<file path="src/rtl/rr_arb_pkg.sv">
// Shared types and the wrapping round-robin search used by the weighted arbiter.
package rr_arb_pkg;

  localparam int MAX_W = 64;
  localparam int IDX_W = 7;

  typedef enum logic {IDLE, GRANT} state_t;

  typedef logic [2*MAX_W-1:0] dvec_t;

  typedef struct packed {
    logic             found;
    logic [IDX_W-1:0] idx;
  } pick_t;

  function automatic dvec_t leave_one_hot(input dvec_t v);
    return v & (~v + dvec_t'(1));
  endfunction

  function automatic logic [7:0] pos2bin(input dvec_t oh);
    logic [7:0] b;
    b = '0;
    for (int i = 0; i < 2*MAX_W; i++)
      if (oh[i]) b = b | 8'(i);
    return b;
  endfunction

  // Request vector is doubled so the window ptr+1..ptr+width is a contiguous
  // mask; the top of the window is ptr itself, so the current owner comes last.
  function automatic pick_t rr_pick(input logic [MAX_W-1:0] req, input int ptr,
                                    input int width);
    dvec_t      dbl;
    dvec_t      mask;
    dvec_t      oh;
    logic [7:0] pos;
    pick_t      r;
    dbl  = '0;
    mask = '0;
    for (int i = 0; i < MAX_W; i++)
      if (i < width) begin
        dbl[i]         = req[i];
        dbl[i + width] = req[i];
      end
    for (int j = 0; j < 2*MAX_W; j++)
      mask[j] = (j > ptr) && (j <= ptr + width);
    oh      = leave_one_hot(dbl & mask);
    pos     = pos2bin(oh);
    r.found = |oh;
    r.idx   = (pos >= 8'(width)) ? IDX_W'(pos - 8'(width)) : IDX_W'(pos);
    return r;
  endfunction

endpackage

</file>
<file path="src/rtl/rr_credit_cnt.sv">
// Per-grant quantum counter: loads on grant, counts beats down, flags last credit.
module rr_credit_cnt #(
  parameter int WEIGHT_W = 4
) (
  input  logic                clk,
  input  logic                rst,
  input  logic                load,
  input  logic [WEIGHT_W-1:0] load_val,
  input  logic                clr,
  input  logic                dec,
  output logic [WEIGHT_W-1:0] credit,
  output logic                exhaust
);

  always_ff @(posedge clk or posedge rst) begin
    if (rst)
      credit <= '0;
    else if (load)
      credit <= (load_val == '0) ? WEIGHT_W'(1) : load_val;
    else if (clr)
      credit <= '0;
    else if (dec)
      credit <= credit - WEIGHT_W'(1);
  end

  assign exhaust = (credit == WEIGHT_W'(1));

endmodule

</file>
<file path="src/rtl/round_robin_weighted_arb.sv">
// Registered weighted round-robin arbiter with zero-bubble handover between owners.
module round_robin_weighted_arb
  import rr_arb_pkg::*;
#(
  parameter int WIDTH    = 32,
  parameter int WIDTH_W  = $clog2(WIDTH),
  parameter int WEIGHT_W = 4
) (
  input  logic                      clk,
  input  logic                      rst,
  input  logic [WIDTH-1:0]          req,
  input  logic [WIDTH*WEIGHT_W-1:0] weight,
  input  logic [WIDTH-1:0]          last,
  input  logic                      ack,
  output logic                      gnt_valid,
  output logic [WIDTH-1:0]          gnt,
  output logic [WIDTH_W-1:0]        gnt_bin,
  output logic [WEIGHT_W-1:0]       credit
);

  state_t               state_q, state_d;
  logic [WIDTH_W-1:0]   ptr_q, ptr_d, ptr_srch;
  logic [WIDTH_W-1:0]   bin_q, bin_d;
  logic [WIDTH-1:0]     gnt_q, gnt_d;
  logic [MAX_W-1:0]     req_ext;
  pick_t                pick;
  logic [WIDTH_W-1:0]   pick_idx;
  logic [WEIGHT_W-1:0]  pick_weight;
  logic                 beat, rel, exhaust;
  logic                 load, clr, dec;
  logic                 unused_pick;

  assign beat = (state_q == GRANT) && ack;
  assign rel  = (state_q == GRANT) &&
                (!req[bin_q] || (beat && (last[bin_q] || exhaust)));

  // On release the search starts just past the departing owner.
  assign ptr_srch = rel ? bin_q : ptr_q;

  always_comb begin
    req_ext               = '0;
    req_ext[WIDTH-1:0]    = req;
    pick                  = rr_pick(req_ext, int'(ptr_srch), WIDTH);
  end

  assign pick_idx    = pick.idx[WIDTH_W-1:0];
  assign pick_weight = weight[int'(pick_idx)*WEIGHT_W +: WEIGHT_W];
  assign unused_pick = ^pick.idx;

  always_comb begin
    state_d = state_q;
    ptr_d   = ptr_q;
    bin_d   = bin_q;
    gnt_d   = gnt_q;
    load    = 1'b0;
    clr     = 1'b0;
    dec     = 1'b0;
    case (state_q)
      IDLE: begin
        if (pick.found) begin
          state_d         = GRANT;
          load            = 1'b1;
          bin_d           = pick_idx;
          gnt_d           = '0;
          gnt_d[pick_idx] = 1'b1;
        end
      end
      GRANT: begin
        if (rel) begin
          ptr_d = bin_q;
          if (pick.found) begin
            load            = 1'b1;
            bin_d           = pick_idx;
            gnt_d           = '0;
            gnt_d[pick_idx] = 1'b1;
          end else begin
            state_d = IDLE;
            clr     = 1'b1;
            bin_d   = '0;
            gnt_d   = '0;
          end
        end else if (beat) begin
          dec = 1'b1;
        end
      end
      default: state_d = IDLE;
    endcase
  end

  always_ff @(posedge clk or posedge rst) begin
    if (rst) begin
      state_q <= IDLE;
      ptr_q   <= WIDTH_W'(WIDTH - 1);
      bin_q   <= '0;
      gnt_q   <= '0;
    end else begin
      state_q <= state_d;
      ptr_q   <= ptr_d;
      bin_q   <= bin_d;
      gnt_q   <= gnt_d;
    end
  end

  rr_credit_cnt #(
    .WEIGHT_W (WEIGHT_W)
  ) u_credit (
    .clk      (clk),
    .rst      (rst),
    .load     (load),
    .load_val (pick_weight),
    .clr      (clr),
    .dec      (dec),
    .credit   (credit),
    .exhaust  (exhaust)
  );

  assign gnt_valid = (state_q == GRANT);
  assign gnt       = gnt_q;
  assign gnt_bin   = bin_q;

endmodule
</file>
<file path="config.mk">
export PLATFORM = sky130hd
export DESIGN_NAME = round_robin_weighted_arb
export DESIGN_NICKNAME = d
export VERILOG_FILES = /design/src/rtl/rr_arb_pkg.sv /design/src/rtl/rr_credit_cnt.sv /design/src/rtl/round_robin_weighted_arb.sv
export SDC_FILE = /design/constraint.sdc
export NUM_CORES = 1
export LEC_CHECK = 0
export ABC_AREA = 1
export BUFFER_PORTS_ARGS = -buffer_cell sky130_fd_sc_hd__buf_2
export CORE_UTILIZATION = 45
export CTS_BUF_LIST = sky130_fd_sc_hd__clkbuf_16
export DETAILED_ROUTE_END_ITERATION = 6
export PLACE_DENSITY_LB_ADDON = 0.3
export SYNTH_ARGS = -nofsm -noshare
export SYNTH_HDL_FRONTEND = slang
export SYNTH_SLANG_ARGS = --single-unit
</file>
<file path="constraint.sdc">
create_clock -name clk -period 5.43 [get_ports clk]
set_clock_uncertainty 0.2 [all_clocks]
set_input_delay 1.086 -clock clk [delete_from_list [all_inputs] [get_ports clk]]
set_output_delay 1.086 -clock clk [all_outputs]
set_load 0.02 [all_outputs]
</file>
==> flow_metrics.env <==
export IMPL_nets=2045
export IMPL_crit_arrival_ns=5.45
export IMPL_areaGrowthSynthToFinish_pct=67.8
export IMPL_seq_area_um2=1180
export IMPL_grt_pass1_wl_um=48900
export IMPL_crit_fanout=5
export IMPL_grt_max_degree=48
export IMPL_initial_core_util_pct=45.9
export IMPL_critical_path_class="in2reg"
export IMPL_clock_fmax_ghz=0.181
export IMPL_rows=45
export IMPL_place_ws_ns=-0.647
export IMPL_violations="setup timing"
export IMPL_fillers=1172
export IMPL_core_area_um2=15100
export IMPL_period_needed_ns=5.51
export IMPL_wirelength_um=35500
export IMPL_drc=0
export IMPL_drt_initial_drc_count=1328
export IMPL_slew_headroom_pct=34.5
export IMPL_tritoncts="done"
export IMPL_slew_viol_final=0
export IMPL_cts_made_buffers=5
export IMPL_worst_slack_ns=-0.0810
export IMPL_grt_pass1_vias=9667
export IMPL_cp_required_ns=5.37
export IMPL_vias=11400
export IMPL_synth_cell_types=42
export IMPL_post_drt_via_cell_ratio=5.58
export IMPL_drt_antenna_violating_nets=0
export IMPL_htreeDepth=2
export IMPL_io_buffers=236
export IMPL_place_congestion=1.02
export IMPL_rsz0062_at_grt="true"
export IMPL_min_path_type="reg2reg"
export IMPL_cts_sinks=47
export IMPL_fin_crit_sh_pct=101
export IMPL_setup_viol=1
export IMPL_synthTopCellsByArea="nand2_1 29%, dfrtp_1 15%, nand3_1 12%"
export IMPL_grt_usage_pct=38.9
export IMPL_synth_top_cell_by_area="nand2_1"
export IMPL_syn_inst=1348
export IMPL_drtPass1Iterations=6
export IMPL_die_w_um=126
export IMPL_ys_seq_elements=47
export IMPL_die_h_um=126
export IMPL_finalHoldViolCount=0
export IMPL_multiInputGateArea_um2=5770
export IMPL_antenna_found_initial=0
export IMPL_ys_seq_area_share_pct=17.0
export IMPL_io_pins=237
export IMPL_crit_top_cell="nand2_1"
export IMPL_wl_per_cell_um=17.4
export IMPL_syn_nets=1545
export IMPL_path_clk_slew_ns=0.07
export IMPL_max_slew_worst_pin_slew_ns=0.982
export IMPL_crit_path_max_incr_delay_ns=0.43
export IMPL_status="complete, but fails checks"
export IMPL_dp_hpwl_um=26200
export IMPL_worstSetupStartpointType="input pin"
export IMPL_die_area_um2=16000
export IMPL_cap_violations=0
export IMPL_clk_latency_ns=0.29
export IMPL_holdBufCountCts=0
export IMPL_avgSynthCellArea_um2=5.16
export IMPL_clockBufferDepth=2
export IMPL_fin_setup_tns_ns=-0.0810
export IMPL_place_area_um2=10100
export IMPL_stdcell_area_um2=11700
export IMPL_synth_top_area_share_pct=28.8
export IMPL_syn_area_um2=6960
export IMPL_ys_warn_count=0
export IMPL_root_buffer="clkbuf_16"
export IMPL_drive_gt1_share_pct=42.0
export IMPL_antenna_cells=0
export IMPL_overflow=0
export IMPL_crit_slowest_cell="o21ai_0"
export IMPL_endpoint_kind="register"
[flip-flops by register name (all words and copies together), names as in the netlist]
name	count
gnt_valid	1
ptr_q	5
gnt_bin	5
u_credit.credit	4
gnt	32
[critical path, delay by kind of cell]
family / cells / cell delay [ns]
simple gates: 26 / 2.50
compound gates: 2 / 0.64
buf+inv: 10 / 1.18
[metrics by stage]
stage | utilization [%] | cells | hold slack (ns)
2_1_floorplan | - | 1348 | 0.299
3_3_place_gp | 67.0 | 1991 | 0.261
3_5_place_dp | 67.0 | 1991 | 0.268
4_1_cts | 68.4 | 1999 | 0.282
5_1_grt | 77.1 | 2037 | 0.305
6_report | 77.1 | 2037 | 0.285
[metal layers]
metal	up-vias	share of wire (%)	global-route usage [%]
met5	-	0	0
met4	0	5.8	18.5
li1	5312	-	-
met2	797	46	64.8
met3	172	11	4.05
met1	5092	38	50.6
[worst paths after layout]
kind | to | start | slack, ns | cells after the start
setup / recovery | gnt[27] | last[26] | -0.08 | 38
hold / removal | gnt[8] | gnt[8] | 0.29 | 2
max in group asynchronous | gnt[14] | rst | 3.59 | 2
hold reg to reg | gnt[8] | gnt[8] | 0.29 | 2
setup reg to reg | gnt[27] | gnt_bin[0] | 0.04 | 38
min in group asynchronous | gnt_bin[3] | rst | 0.81 | 2
[synthesized netlist by cell type, drive strengths merged]
cell / n
xor2: 1
nor4b: 1
a21oi: 17
o21ai: 75
nor4: 5
ha: 2
nor2: 206
and3: 1
nand4: 35
nor3: 17
o21bai: 1
clkinv: 1
inv: 150
nand2: 555
o21a: 1
xnor2: 1
or2: 4
nor3b: 1
o22ai: 1
nand3: 167
dfrtp: 42
dfstp: 5
or3: 1
nand3b: 7
o211ai: 9
clkbuf: 5
buf: 37
[timing repair]
item | 4_1_cts | 5_1_grt
pin swaps | 0 | 56
cloned | 0 | 13
endpoints found under the setup margin | 16 | 41
resized for setup | 6 | 248
hold endpoints to repair | 0 | 0
buffers inserted | 0 | 25
[cell type report]
| type | count | share of cell area (%) |
|---|---|---|
| Clock inverter | 3 | 0.547 |
| Sequential cell | 47 | 10.1 |
| Clock buffer | 5 | 1.07 |
| Multi-Input combinational cell | 1113 | 49.4 |
| Tap cell | 188 | 2.02 |
| Inverter | 151 | 5.05 |
| Timing Repair Buffer | 529 | 31.7 |
| Timing Repair inverter | 1 | 0.0750 |
[layout by cell type (no fill, tap or decap), types with 3 or more instances in the layout]
cell type / Yosys / routed
a21oi_1: 16 / 14
buf_12: 0 / 10
buf_2: 17 / 236
buf_4: 10 / 258
buf_6: 9 / 15
buf_8: 0 / 4
clkbuf_16: 0 / 11
dfrtp_1: 42 / 42
dfstp_2: 5 / 5
inv_1: 137 / 131
inv_2: 11 / 16
nand2_1: 533 / 476
nand2_2: 18 / 60
nand2_4: 4 / 20
nand3_1: 163 / 134
nand3_2: 4 / 27
nand3_4: 0 / 7
nand3b_1: 7 / 7
nand4_1: 34 / 34
nor2_1: 187 / 131
nor2_2: 14 / 45
nor2_4: 5 / 31
nor3_1: 17 / 10
nor3_2: 0 / 6
nor4_1: 5 / 4
o211ai_1: 9 / 9
o21ai_0: 50 / 44
o21ai_1: 25 / 26
o21ai_2: 0 / 5
or2_2: 3 / 3
[cells by family after synthesis]
family          synth area share [%]
fa+ha+maj                      0.360
buf+inv                         12.3
compound gates                  7.95
flops                           17.0
simple gates                    62.1
xor+xnor                       0.252
Power is left out: the tool's default activity adds up to more than one toggle a clock period on the data nets, which glitch-free logic cannot reach.
